## src/rtl/pc_redirect_arbiter.sv

```systemverilog
// PC redirect arbiter: picks trap > decode1 > decode2, holds the winner while the icache is busy,
// and hands it to the PC over valid/ready. Flushes in-flight fetch and bumps the fetch epoch.
module pc_redirect_arbiter #(
    parameter int unsigned PC_W    = 64,
    parameter int unsigned EPOCH_W = 3,
    parameter int unsigned DROP_W  = 8
) (
    input  logic               clk,
    input  logic               rst,
    input  logic               trap_ena,
    input  logic [PC_W-1:0]    trap_pc,
    input  logic               decode1_ena,
    input  logic [PC_W-1:0]    decode1_pc,
    input  logic               decode2_ena,
    input  logic [PC_W-1:0]    decode2_pc,
    input  logic               cache_un_ready,
    output logic               redir_valid,
    output logic [PC_W-1:0]    redir_pc,
    output logic [1:0]         redir_src,
    input  logic               redir_ready,
    output logic               flush_fetch,
    output logic [EPOCH_W-1:0] fetch_epoch,
    output logic               stall_fetch,
    output logic [DROP_W-1:0]  drop_cnt
);

    typedef enum logic [0:0] {StIdle, StPend} state_e;

    localparam logic [1:0] SrcNone    = 2'b00;
    localparam logic [1:0] SrcDecode2 = 2'b01;
    localparam logic [1:0] SrcDecode1 = 2'b10;
    localparam logic [1:0] SrcTrap    = 2'b11;

    state_e              state_q, state_d;
    logic [PC_W-1:0]     held_pc_q, held_pc_d;
    logic [1:0]          held_src_q, held_src_d;
    logic                flush_q, flush_d;
    logic [EPOCH_W-1:0]  epoch_q, epoch_d;
    logic [DROP_W-1:0]   drop_cnt_q, drop_cnt_d;

    logic                handshake;
    logic [1:0]          drop_inc;
    logic [DROP_W:0]     drop_sum;

    assign redir_valid = (state_q == StPend) && !cache_un_ready;
    assign handshake   = redir_valid && redir_ready;
    assign redir_pc    = held_pc_q;
    assign redir_src   = held_src_q;
    assign flush_fetch = flush_q;
    assign fetch_epoch = epoch_q;
    assign stall_fetch = (state_q == StPend);
    assign drop_cnt    = drop_cnt_q;

    always_comb begin
        state_d    = state_q;
        held_pc_d  = held_pc_q;
        held_src_d = held_src_q;
        flush_d    = 1'b0;
        epoch_d    = epoch_q;
        drop_inc   = 2'd0;

        unique case (state_q)
            StIdle: begin
                if (trap_ena || decode1_ena || decode2_ena) begin
                    state_d = StPend;
                    flush_d = 1'b1;
                    epoch_d = epoch_q + {{(EPOCH_W-1){1'b0}}, 1'b1};
                    if (trap_ena) begin
                        held_pc_d  = trap_pc;
                        held_src_d = SrcTrap;
                        drop_inc   = {1'b0, decode1_ena} + {1'b0, decode2_ena};
                    end else if (decode1_ena) begin
                        held_pc_d  = decode1_pc;
                        held_src_d = SrcDecode1;
                        drop_inc   = {1'b0, decode2_ena};
                    end else begin
                        held_pc_d  = decode2_pc;
                        held_src_d = SrcDecode2;
                    end
                end
            end
            StPend: begin
                // Decode requests behind a pending redirect are wrong-path.
                drop_inc = {1'b0, decode1_ena} + {1'b0, decode2_ena};
                if (handshake) begin
                    state_d    = StIdle;
                    held_src_d = SrcNone;
                end
                if (trap_ena) begin
                    if (held_src_q != SrcTrap) begin
                        state_d    = StPend;
                        held_pc_d  = trap_pc;
                        held_src_d = SrcTrap;
                        flush_d    = 1'b1;
                        epoch_d    = epoch_q + {{(EPOCH_W-1){1'b0}}, 1'b1};
                    end else begin
                        drop_inc = drop_inc + 2'd1;
                    end
                end
            end
            default: state_d = StIdle;
        endcase

        drop_sum   = {1'b0, drop_cnt_q} + {{(DROP_W-1){1'b0}}, drop_inc};
        drop_cnt_d = drop_sum[DROP_W] ? {DROP_W{1'b1}} : drop_sum[DROP_W-1:0];
    end

    always_ff @(posedge clk or posedge rst) begin
        if (rst) begin
            state_q    <= StIdle;
            held_pc_q  <= '0;
            held_src_q <= SrcNone;
            flush_q    <= 1'b0;
            epoch_q    <= '0;
            drop_cnt_q <= '0;
        end else begin
            state_q    <= state_d;
            held_pc_q  <= held_pc_d;
            held_src_q <= held_src_d;
            flush_q    <= flush_d;
            epoch_q    <= epoch_d;
            drop_cnt_q <= drop_cnt_d;
        end
    end

endmodule

```

## config.mk

```make
export PLATFORM = sky130hd
export DESIGN_NAME = pc_redirect_arbiter
export DESIGN_NICKNAME = d
export VERILOG_FILES = /design/src/rtl/pc_redirect_arbiter.sv
export SDC_FILE = /design/constraint.sdc
export NUM_CORES = 1
export LEC_CHECK = 0
export CORE_UTILIZATION = 38
export DETAILED_ROUTE_END_ITERATION = 10
export HOLD_SLACK_MARGIN = 0.08
export PLACE_DENSITY = 0.94
export SYNTH_ARGS = -nofsm -noshare
export SYNTH_HDL_FRONTEND = slang
export SYNTH_SLANG_ARGS = --single-unit
```

## constraint.sdc

```tcl
create_clock -name clk -period 3.6 [get_ports clk]
set_input_delay 0.9 -clock clk [delete_from_list [all_inputs] [get_ports clk]]
set_output_delay 0.9 -clock clk [all_outputs]
set_load 0.02 [all_outputs]
```

==> impl_results.md <==
* Ys async rst share at 100%
* Dominant synthesized flop cell: dfrtp_1
* Per-cell routed wire length at 17.5 microns
* Die area at 12,600 sq um
* Fin. max-slew vios at 0
* DRT iter0 DRCs at 203
* DR vias at 4,531
* Clock transition at the registers of the reported paths at 50 ps
* Layout cell share with drive strength beyond 1 at 13.8%
* Area share of the largest cell type after synthesis at 42.6%
* Hold WC Path Type: reg2reg
* Outcome: finished, final reports clean
* Number of enable flip-flop cells after synthesis at 0
* TritonRoute pass-1 iters at 5
* Maximum VDD drop at 0.383 mV
* Clock sinks at 79
* Layout Nets at 904
* Leakage at 3.24 nW
* Io pins at 279
* Clock Path Buffers at 2
* Synth Warn # at 0
* Largest net degree at the start of global routing at 42
* Yosys cell types at 39
* Dominant cell type by area after synthesis: dfrtp_1
* Vias in the first global route at 4,893
* Syn-to-layout area delta at 67.7%
* Fin crit period at 3140 ps
* Row count at 39
* Worst Tran Pin Value at 729 ps
* Post-CTS setup buffer count at 0
* Post-CTS Hold Buffers at 0
* CP Class: in2reg
* Total of max-cap violations at 0
* Final period util at 87.4%
* Syn Nets at 642
* Chip width at 112 microns
* CP Launch Type: input pin
* Crit Path Max Fanout at 5
* Starting Density at 39.8%
* Clk root buf: clkbuf_16
* Post-Place Cells at 831
* Total GRT Usage at 23.6%
* Port bufs at 278
* Vias per Instance at 5.35
* Clock Latency Late Sink at 320 ps
* N_diodes at 0
* Netlist Area Pre-Place at 4640 sq um
* Clock Skews at 5.21 ps
* Placed wire-length estimate at 11,400 microns
* Total negative slack at 0 ps
* Post-Syn Area per Cell at 10.6 sq um
* CP endpoint kind: flip-flop
* First-pass GRT wire length at 23,500 microns
* Slew headroom at 51.4%
* Worst endpoint required time at 3780 ps
* Final Setup Violations at 0
* Die H at 112 microns
* RSZ-0062 raised after global routing: false
* Final hold violation count at 0
* Clock H-tree levels at 3
* CTS tree: yes
* Seq/Total Area, Yosys at 42.6%
* # DRC at 0
* Final ANT Viol Nets at 0
* Num CTS Buffers at 9
* Max Freq at 318 MHz
* Final Non-Filler Cells at 847
* Routed wire length at 14,800 microns
* Cells after synthesis at 437
* Gr ovfl total at 0
* Pwr dens at 723 nW/um^2
* Leading post-synthesis cells by cell area: dfrtp_1, mux2i_1, o21ai_0
* Critical path arrival at 3320 ps
* Synth Register Bits at 79
* Core Region at 11,700 sq um
* # resized after CTS at 0
* GP Congestion at 0.829
* Initial antenna violation count at 0
-- power breakdown --
part           total (mW)  switching [mW]  internal (mW)
registers            1.70           0.347           1.35
clock network       0.792           0.332          0.461
logic                3.13            1.46           1.67
-- logic make-up (layout without fill, tap and decap cells) --
group | after synthesis | after routing | share of synthesized area, %
fa+ha+maj | 6 | 6 | 1.78
xor+xnor | 4 | 4 | 0.756
mux | 130 | 130 | 30.7
flops | 79 | 79 | 42.6
simple gates | 28 | 28 | 3.05
compound gates | 147 | 147 | 16.9
buf+inv | 43 | 310 | 4.26
-- final timing paths --
kind,startpoint,end,slack [ps],depth (start not counted)
worst max-delay path,decode2_ena,drop_cnt[6],460,11
worst min-delay path,fetch_epoch[2],fetch_epoch[2],480,1
worst max register to register,stall_fetch,drop_cnt[6],1000,7
worst min register to register,fetch_epoch[2],fetch_epoch[2],480,1
max in group asynchronous,rst,redir_pc[54],2120,3
min in group asynchronous,rst,stall_fetch,800,2
-- layout by cell type, fill, tap and decap left out, drive strengths merged, types with 4 or more instances in the layout --
cell type / netlist / layout
clkbuf: 21 / 11
o21ai: 130 / 130
buf: 17 / 13
clkinv: 0 / 6
inv: 5 / 4
dfrtp: 79 / 79
ha: 5 / 5
mux2: 66 / 66
mux2i: 64 / 64
nand3: 4 / 4
nand2: 8 / 8
nand2b: 4 / 4
nor2: 4 / 4
clkdlybuf4s50: 0 / 276
-- synthesized netlist by cell type, drive strengths merged (2+ instances only) --
master / n
inv: 5
buf: 17
o21ai: 130
xor2: 2
nor2b: 3
xnor2: 2
mux2i: 64
o211ai: 2
nand2: 8
mux2: 66
nand3: 4
dfrtp: 79
nand2b: 4
clkbuf: 21
a21oi: 3
nor2: 4
ha: 5
-- per-stage QoR --
stage	cell area (sq um)	hold WS (ps)	power, mW	util (%)	setup slack (ps)
global placement	7520	463	4.71	64.5	245
CTS	7770	482	5.67	66.7	483
finish	7770	485	5.62	66.7	455
detailed placement	7520	475	4.85	64.5	154
floorplan	4640	583	3.35	-	316
global route	7770	519	5.93	66.7	352
-- sequential cells by signal (all words and copies together) (netlist names) --
register     cells
stall_fetch      1
fetch_epoch      3
redir_src        2
drop_cnt         8
redir_pc        64
flush_fetch      1
-- critical path, cell delays in order --
cell and delay [ps]:
clkdlybuf4s50_1 550, inv_1 60, ha_1 300, nand2_1 80, o211ai_1 80, a21boi_0 150
ha_1 270, fa_1 450, and3_1 230, a31oi_1 180, a41oi_1 60
-- layer usage --
layer	vias up	share of wire, %	GRT usage (%)
li1	2107	-	-
met1	2170	38	25.2
met2	224	52	44.9
met3	30	7.8	5.08
met4	0	2.6	9.33
met5	-	0	0
-- cell type report --
type | count | area [sq um]
Tap cell | 143 | 179
Clock inverter | 5 | 25.0
Fill cell | 873 | 3890
Sequential cell | 79 | 1980
Multi-Input combinational cell | 315 | 2470
Timing Repair Buffer | 289 | 2870
Clock buffer | 11 | 233
Inverter | 5 | 20.0
(Power assumes the default switching activity.)
